$ cat config.mk
export PLATFORM = sky130hd
export DESIGN_NAME = instr_mem_loader
export DESIGN_NICKNAME = d
export VERILOG_FILES = /design/src/rtl/instr_pkg.sv /design/src/rtl/instr_packer.sv /design/src/rtl/instr_mem_loader.sv
export SDC_FILE = /design/constraint.sdc
export NUM_CORES = 1
export LEC_CHECK = 0
export BUFFER_PORTS_ARGS = -buffer_cell sky130_fd_sc_hd__clkbuf_2
export CORE_MARGIN = 1.5
export CORE_UTILIZATION = 56
export DETAILED_ROUTE_END_ITERATION = 10
export PLACE_DENSITY = 0.95
export SYNTH_ARGS = -nofsm -noshare
export SYNTH_HDL_FRONTEND = slang
export SYNTH_SLANG_ARGS = --single-unit
$ cat constraint.sdc
create_clock -name clk -period 2.9 [get_ports clk]
set_clock_uncertainty 0.15 [all_clocks]
set_input_delay 0.58 -clock clk [delete_from_list [all_inputs] [get_ports clk]]
set_output_delay 0.58 -clock clk [all_outputs]
set_load 0.01 [all_outputs]
$ cat src/rtl/instr_pkg.sv
// ----------------------------------------------------------------------------
// instr_pkg
// Shared definitions for the 8-bit instruction-memory format, used by both the
// loader (writer side) and the decoder side.
//   - field widths and bit positions of the packed instruction byte
//   - INSTR_W: width of one packed instruction
//   - loader_state_e: loader FSM state encoding
//   - pack_instr(): fields -> byte
// Byte layout: [7:5] aux, [4] rs, [3] rt, [2:0] opcode.
// ----------------------------------------------------------------------------
package instr_pkg;

    localparam int INSTR_W    = 8;
    localparam int OPCODE_W   = 3;
    localparam int AUX_W      = 3;

    localparam int OPCODE_LSB = 0;
    localparam int RT_BIT     = 3;
    localparam int RS_BIT     = 4;
    localparam int AUX_LSB    = 5;

    typedef enum logic [1:0] {
        IDLE = 2'd0,
        LOAD = 2'd1,
        DONE = 2'd2
    } loader_state_e;

    // Places each field at its fixed bit position; every bit of the byte is
    // covered by exactly one field, so the zero default is always overwritten.
    function automatic logic [INSTR_W-1:0] pack_instr(
        input logic [OPCODE_W-1:0] opcode,
        input logic                rt,
        input logic                rs,
        input logic [AUX_W-1:0]    aux
    );
        logic [INSTR_W-1:0] b;
        b = '0;
        b[OPCODE_LSB +: OPCODE_W] = opcode;
        b[RT_BIT]                 = rt;
        b[RS_BIT]                 = rs;
        b[AUX_LSB +: AUX_W]       = aux;
        return b;
    endfunction

endpackage

$ cat src/rtl/instr_packer.sv
// ----------------------------------------------------------------------------
// instr_packer
// Purely combinational packer: decoded instruction fields -> one byte.
// Ports:
//   opcode [2:0]  in   opcode field
//   rt            in   rt register-select bit
//   rs            in   rs register-select bit
//   aux    [2:0]  in   aux field
//   packed_byte [7:0] out  {aux, rs, rt, opcode}
// ----------------------------------------------------------------------------
module instr_packer
    import instr_pkg::*;
(
    input  logic [OPCODE_W-1:0] opcode,
    input  logic                rt,
    input  logic                rs,
    input  logic [AUX_W-1:0]    aux,
    output logic [INSTR_W-1:0]  packed_byte
);

    always_comb begin
        packed_byte = pack_instr(opcode, rt, rs, aux);
    end

endmodule

$ cat src/rtl/instr_mem_loader.sv
// ----------------------------------------------------------------------------
// instr_mem_loader
// Writer side of the 8-bit instruction-memory format. Accepts decoded field
// tuples over a valid/ready stream, packs each into one byte and issues one
// write strobe per accepted tuple, exactly one cycle after the accept, at
// sequential addresses starting from BASE_ADDR.
//
// Parameters:
//   ADDR_W     instruction memory address width
//   DEPTH      number of writable bytes (must be <= 2**ADDR_W)
//   BASE_ADDR  first address written after each start
//
// Ports:
//   clk        in   system clock, rising edge
//   rst        in   synchronous active-high reset
//   start      in   one-cycle pulse, begins a load session (ignored in LOAD)
//   in_valid   in   field tuple present
//   in_ready   out  loader accepts a tuple this cycle (high in LOAD)
//   in_opcode  in   opcode field [2:0]
//   in_rt      in   rt bit
//   in_rs      in   rs bit
//   in_aux     in   aux field [2:0]
//   in_last    in   final instruction of the program
//   mem_we     out  single-cycle write strobe
//   mem_addr   out  write address [ADDR_W-1:0]
//   mem_wdata  out  packed instruction byte [7:0]
//   busy       out  high in LOAD
//   done       out  high in DONE
//   overflow   out  session ended because memory filled before in_last
//   count      out  instructions written in current/last session [ADDR_W:0]
//   checksum   out  running XOR of written bytes [7:0]
//                   (only when INSTR_MEM_LOADER_CHECKSUM_EN is defined)
//
// Optional feature macro: INSTR_MEM_LOADER_CHECKSUM_EN
// ----------------------------------------------------------------------------
module instr_mem_loader
    import instr_pkg::*;
#(
    parameter int               ADDR_W    = 8,
    parameter int               DEPTH     = 256,
    parameter logic [ADDR_W-1:0] BASE_ADDR = '0
) (
    input  logic                clk,
    input  logic                rst,
    input  logic                start,
    input  logic                in_valid,
    output logic                in_ready,
    input  logic [OPCODE_W-1:0] in_opcode,
    input  logic                in_rt,
    input  logic                in_rs,
    input  logic [AUX_W-1:0]    in_aux,
    input  logic                in_last,
    output logic                mem_we,
    output logic [ADDR_W-1:0]   mem_addr,
    output logic [INSTR_W-1:0]  mem_wdata,
    output logic                busy,
    output logic                done,
    output logic                overflow,
`ifdef INSTR_MEM_LOADER_CHECKSUM_EN
    output logic [INSTR_W-1:0]  checksum,
`endif
    output logic [ADDR_W:0]     count
);

    // Address of the last writable byte; an accept at this address without
    // in_last ends the session as an overflow.
    localparam logic [ADDR_W-1:0] LAST_ADDR = ADDR_W'(BASE_ADDR + DEPTH - 1);

    loader_state_e        state_q, state_d;
    logic [ADDR_W-1:0]    ptr_q, ptr_d;
    logic [ADDR_W:0]      count_q, count_d;
    logic                 overflow_q, overflow_d;
    logic                 mem_we_q, mem_we_d;
    logic [ADDR_W-1:0]    mem_addr_q, mem_addr_d;
    logic [INSTR_W-1:0]   mem_wdata_q, mem_wdata_d;
    logic                 busy_q, busy_d;
    logic                 done_q, done_d;
    logic                 in_ready_q, in_ready_d;
`ifdef INSTR_MEM_LOADER_CHECKSUM_EN
    logic [INSTR_W-1:0]   checksum_q, checksum_d;
`endif

    logic [INSTR_W-1:0]   packed_byte;
    logic                 accept;

    instr_packer u_packer (
        .opcode      (in_opcode),
        .rt          (in_rt),
        .rs          (in_rs),
        .aux         (in_aux),
        .packed_byte (packed_byte)
    );

    // in_ready_q is high exactly when the state is LOAD, so this is the
    // valid/ready handshake.
    assign accept = in_ready_q & in_valid;

    always_comb begin
        state_d     = state_q;
        ptr_d       = ptr_q;
        count_d     = count_q;
        overflow_d  = overflow_q;
        mem_we_d    = 1'b0;
        mem_addr_d  = mem_addr_q;
        mem_wdata_d = mem_wdata_q;
`ifdef INSTR_MEM_LOADER_CHECKSUM_EN
        checksum_d  = checksum_q;
`endif

        case (state_q)
            IDLE, DONE: begin
                if (start) begin
                    state_d    = LOAD;
                    ptr_d      = BASE_ADDR;
                    count_d    = '0;
                    overflow_d = 1'b0;
`ifdef INSTR_MEM_LOADER_CHECKSUM_EN
                    checksum_d = '0;
`endif
                end
            end
            LOAD: begin
                if (accept) begin
                    mem_we_d    = 1'b1;
                    mem_addr_d  = ptr_q;
                    mem_wdata_d = packed_byte;
                    ptr_d       = ptr_q + 1'b1;
                    count_d     = count_q + 1'b1;
`ifdef INSTR_MEM_LOADER_CHECKSUM_EN
                    checksum_d  = checksum_q ^ packed_byte;
`endif
                    // in_last wins over the full-memory check, so a program
                    // that exactly fills memory is not flagged as overflow.
                    if (in_last) begin
                        state_d = DONE;
                    end else if (ptr_q == LAST_ADDR) begin
                        state_d    = DONE;
                        overflow_d = 1'b1;
                    end
                end
            end
            default: begin
                state_d = IDLE;
            end
        endcase

        // Status outputs are registered copies of the next state.
        busy_d     = (state_d == LOAD);
        done_d     = (state_d == DONE);
        in_ready_d = (state_d == LOAD);
    end

    // Single state register for the FSM, pointer, write port and status.
    always_ff @(posedge clk) begin
        if (rst) begin
            state_q     <= IDLE;
            ptr_q       <= BASE_ADDR;
            count_q     <= '0;
            overflow_q  <= 1'b0;
            mem_we_q    <= 1'b0;
            mem_addr_q  <= '0;
            mem_wdata_q <= '0;
            busy_q      <= 1'b0;
            done_q      <= 1'b0;
            in_ready_q  <= 1'b0;
`ifdef INSTR_MEM_LOADER_CHECKSUM_EN
            checksum_q  <= '0;
`endif
        end else begin
            state_q     <= state_d;
            ptr_q       <= ptr_d;
            count_q     <= count_d;
            overflow_q  <= overflow_d;
            mem_we_q    <= mem_we_d;
            mem_addr_q  <= mem_addr_d;
            mem_wdata_q <= mem_wdata_d;
            busy_q      <= busy_d;
            done_q      <= done_d;
            in_ready_q  <= in_ready_d;
`ifdef INSTR_MEM_LOADER_CHECKSUM_EN
            checksum_q  <= checksum_d;
`endif
        end
    end

    assign in_ready  = in_ready_q;
    assign mem_we    = mem_we_q;
    assign mem_addr  = mem_addr_q;
    assign mem_wdata = mem_wdata_q;
    assign busy      = busy_q;
    assign done      = done_q;
    assign overflow  = overflow_q;
    assign count     = count_q;
`ifdef INSTR_MEM_LOADER_CHECKSUM_EN
    assign checksum  = checksum_q;
`endif

endmodule

# == After elaboration in Yosys (flattened, before gate mapping) ==
# Index checks and enable logic that the tools add are counted.
# totals
ramBits,0
latch_bits,0
n_memories,0
input_bits,13
romBits,0
ff_bits,39
out_inout_bits,30
wordCells,46
# classes
addsub,2
div_mod_pow,0
n_mul,0
n_mux,17
n_eq_ne,9
magnitude_cmp,0
n_reduce_logical,7
shifts,0
n_bitwise,2
# op_table
operator,count
9-bit 2-to-1 mux,2
9-bit case mux with 2 select lines,1
8-bit 2-to-1 mux,2
8-bit case mux with 2 select lines,1
9-bit by 1-bit adder with 9-bit output (second input constant),1
8-bit by 1-bit adder with 8-bit output (second input constant),1
8-bit equality test (second input constant),1
2-bit 2-to-1 mux,4
2-bit inequality test (second input constant),4
1-bit 2-to-1 mux,5
5-bit AND reduction,1
2-bit by 1-bit equality test with 1-bit output (second input constant),2
2-bit equality test (second input constant),2
2-bit case mux with 2 select lines,1
2-bit OR reduction,2
3-bit AND reduction,1
2-bit zero test,1
1-bit case mux with 2 select lines,1
2-bit AND reduction,1
2-bit nonzero test,1
1-bit AND,1
1-bit inverter,1

# == Logic depth before layout (Yosys ltp) ==
# depth
depth_word,6
ltp_mapped,5
mapped_depth_nobuf,4

# == By module ==
# From an unflattened synthesis, not the netlist that was laid out.
# hier_totals
hier_cells,206
area_unflattened_um2,1821.7
# modules_own_cells
mod,cells_per_inst,n_inst,seq_area_each_um2,area_each_um2
instr_mem_loader,198,1,780.7,1761.7
instr_packer,8,1,0.0,60.1

# == Worst setup path before layout ==
# OpenSTA, ideal clock, no wires.
# synth_path
kind,input port to flip-flop
startpoint,in rst
endpoint,reg ptr_q[7]
arrival_time_ps,1267
setup_time_ps,127
cell_stages,5
path_buffers,2
path_slack_ps,1357
t_required_ps,2623
cell_sequence,buf_2 clkinv_1 clkbuf_1 nand3b_1 mux2i_1
# synth_lines
item,line,rtl
"start, declared",instr_mem_loader.sv:44,"input logic rst,"
"end signal, assigned",instr_mem_loader.sv:171,ptr_q <= ptr_d;
"end, declared",instr_mem_loader.sv:70,"logic [ADDR_W-1:0] ptr_q, ptr_d;"

# == Worst setup path after layout ==
# layout_path
startpoint,reg state_q[0]
endpoint,"reg count_q[8], in the netlist count[8]"
# layout_via
elab_chain_cells,4
word_cells_on_any_way,9
cone_classes,eq/ne: 4; mux: 1; reduce/logical: 4
# layout_rtl
item,line,rtl
"start, declared",instr_mem_loader.sv:69,"loader_state_e state_q, state_d;"
"start signal, assigned",instr_mem_loader.sv:170,state_q <= state_d;
2-bit equality test or 2-bit zero test (tied branches),instr_mem_loader.sv:110,case (state_q)
2-bit OR reduction,instr_mem_loader.sv:110,
2-bit inequality test (no line) or 2-bit nonzero test (tied branches),-,
3-bit AND reduction (no line),-,
"end signal, assigned",instr_mem_loader.sv:172,count_q <= count_d;
"end, declared",instr_mem_loader.sv:71,"logic [ADDR_W:0] count_q, count_d;"
# Several ways; a longest one is shown, not always the timed one.
# A chain may end at the register's enable or synchronous reset.

==> results.sh <==
export IMPL_status="complete, no violations"
export IMPL_cp_end_kind="register"
export IMPL_fin_crit_sh=0.622
export IMPL_p_leak_nw=0.777
export IMPL_fmax_ghz=0.554
export IMPL_antenna_cells=0
export IMPL_place_congestion=0.768
export IMPL_ys_ff_latch=39
export IMPL_critPathArrivalTime_ps=1940
export IMPL_syn_area_per_cell_um2=8.90
export IMPL_timing_final_hold_violations=0
export IMPL_grt_pass1_vias=1369
export IMPL_ioPinCount=43
export IMPL_report_final_slew_viol_count=0
export IMPL_nets=250
export IMPL_cts_tree="built"
export IMPL_rsz0062_at_grt="no"
export IMPL_drive_above_1_share=0.235
export IMPL_detail_route_first_pass_iterations=4
export IMPL_switchingPower_mw=0.220
export IMPL_post_cts_buffers=0
export IMPL_drv_cap=0
export IMPL_h_tree_depth=2
export IMPL_synth_cells=198
export IMPL_syn_cell_area_mm2=0.00176
export IMPL_hpwl_um=2340
export IMPL_port_buffers=42
export IMPL_cts_max_path_buffers=2
export IMPL_grt_overflow_total=0
export IMPL_final_core_util=0.660
export IMPL_max_slew_margin=0.562
export IMPL_holdWs_ps=292
export IMPL_rrSetupSlack_ps=1100
export IMPL_post_cts_resize_count=0
export IMPL_vias_per_cell=5.47
export IMPL_drt_iter0_drc=20
export IMPL_switching_share=0.252
export IMPL_numCtsBuffers=5
export IMPL_cts_sinks=39
export IMPL_period_minus_slack_ps=1800
export IMPL_syn_num_nets=213
export IMPL_pwr_share_clk=0.290
export IMPL_power_density_mw_per_mm2=437
export IMPL_wl_per_cell_um=12.4
export IMPL_clock_latency_ps=350
export IMPL_hold_buffers=0
export IMPL_setup_violations=0
export IMPL_grt_max_degree=49
export IMPL_finalSetupTns_ps=0
export IMPL_cp_max_fo=35
export IMPL_final_cell_mix="clkbuf_2, dfxtp_1, nand2_1, a21oi_1, nand3_1"
export IMPL_yosysSeqAreaShare=0.443
export IMPL_ys_types=29
export IMPL_start_util=0.582
export IMPL_critPathLaunchType="register"
export IMPL_hold_path_startpoint="in_opcode[0]"
export IMPL_antenna_found_initial=0
export IMPL_reg2reg_from="state_q[0]$_SDFF_PP0_"
export IMPL_ant_nets=0
export IMPL_internal_power_mw=0.653
export IMPL_critPathKind="reg -> reg"
export IMPL_ir_worst_vdd_mv=0.398
export IMPL_p_comb_frac=0.082
export IMPL_die_h_um=59.1
export IMPL_grt_pass1_wl_um=5760
export IMPL_rows=20
export IMPL_clockRootBuffer="clkbuf_4"
export IMPL_drt_wl_total_um=3440
export IMPL_startpoint="state_q[0]$_SDFF_PP0_"
export IMPL_area_growth_pct=13.4
export IMPL_worstMarginPinSlew_ps=656
export IMPL_final_common_cell="clkbuf_2"
export IMPL_design_die_area_mm2=0.00349
export IMPL_clkTransAtPathRegs_ps=110
export IMPL_grtUsageTotal=0.218
export IMPL_drc=0
export IMPL_seqPwrFrac=0.628
export IMPL_vias=1522
export IMPL_cp_required_ps=3040
export IMPL_die_w_um=59.1
export IMPL_design_core_area_mm2=0.00303
export IMPL_ys_warnings_count=0
export IMPL_min_path_type="in -> reg"
## final cells by class
| type | count | area [um^2] |
|---|---|---|
| Multi-Input combinational cell | 140 | 868 |
| Inverter | 3 | 11.3 |
| Clock buffer | 6 | 41.3 |
| Fill cell | 268 | 1030 |
| Sequential cell | 39 | 781 |
| Timing Repair Buffer | 46 | 240 |
| Tap cell | 44 | 55.1 |
## final timing paths
check | endpoint | depth (start not counted)
setup reg to reg | count[8]$_SDFFE_PP0P_ | 3
hold / removal | mem_wdata[0]$_SDFFE_PP0P_ | 3
setup / recovery | count[8]$_SDFFE_PP0P_ | 3
hold reg to reg | mem_addr[4]$_SDFFE_PP0P_ | 2
## synth_stat cells, drive strengths merged
cell,count,share of area
dfxtp,39,0.44
nand2,35,0.075
a21oi,25,0.071
nand3,24,0.068
mux2i,13,0.074
nand3b,12,0.051
buf,11,0.047
a211oi,7,0.036
clkbuf,5,0.011
nand2b,4,0.014
nand4,4,0.014
a21o,2,0.0085
a221oi,2,0.0099
ha,2,0.014
inv,2,0.0043
nand4b,2,0.018
a2111oi,1,0.0085
a21boi,1,0.0043
and3,1,0.0036
and4b,1,0.0057
clkinv,1,0.0021
nor2,1,0.0021
nor4b,1,0.0050
o211a,1,0.0057
o21bai,1,0.0043
## critical path: stages (launching register included)
cell and delay [ps]:
dfxtp_1 470, nand4b_4 460, a211oi_1 430, mux2i_1 230
## logic make-up (layout without fill, tap and decap cells)
logic type | count (synthesis) | in the layout | synth area share
buffers and inverters | 19 | 55 | 0.0639
DFF | 39 | 39 | 0.443
muxes | 13 | 13 | 0.0739
AOI/OAI and AO/OA | 40 | 40 | 0.148
adders and majority gates | 2 | 2 | 0.0142
and+or+nand+nor | 85 | 85 | 0.257
## routing by layer
metal	share of wire	GRT usage
met2	0.47	0.351
met5	0	0
met3	0.055	0.0852
met1	0.46	0.258
met4	0.015	0.0942
## flip-flops by register name, summed over array words and instances (netlist names)
name,cells
count,9
done,1
in_ready,1
mem_addr,8
mem_wdata,8
mem_we,1
overflow,1
ptr_q,8
state_q,2
## power groups by stage
stage	logic, mW	clock network [mW]	registers, mW
2_1_floorplan	0.0550	0	0.561
5_1_grt	0.0795	0.278	0.549
3_3_place_gp	0.0699	0	0.560
3_5_place_dp	0.0717	0	0.560
4_1_cts	0.0719	0.254	0.548
6_report	0.0719	0.253	0.548
## metrics by stage
stage	instances	cell area (um^2)	power [mW]	setup WS, ps
4_1_cts	278	2000	0.874	1090
5_1_grt	278	2000	0.907	929
3_5_place_dp	272	1960	0.632	868
3_3_place_gp	272	1960	0.630	904
6_report	278	2000	0.873	1100
2_1_floorplan	198	1760	0.616	1360
No activity file was read; power rests on OpenSTA's default activity.
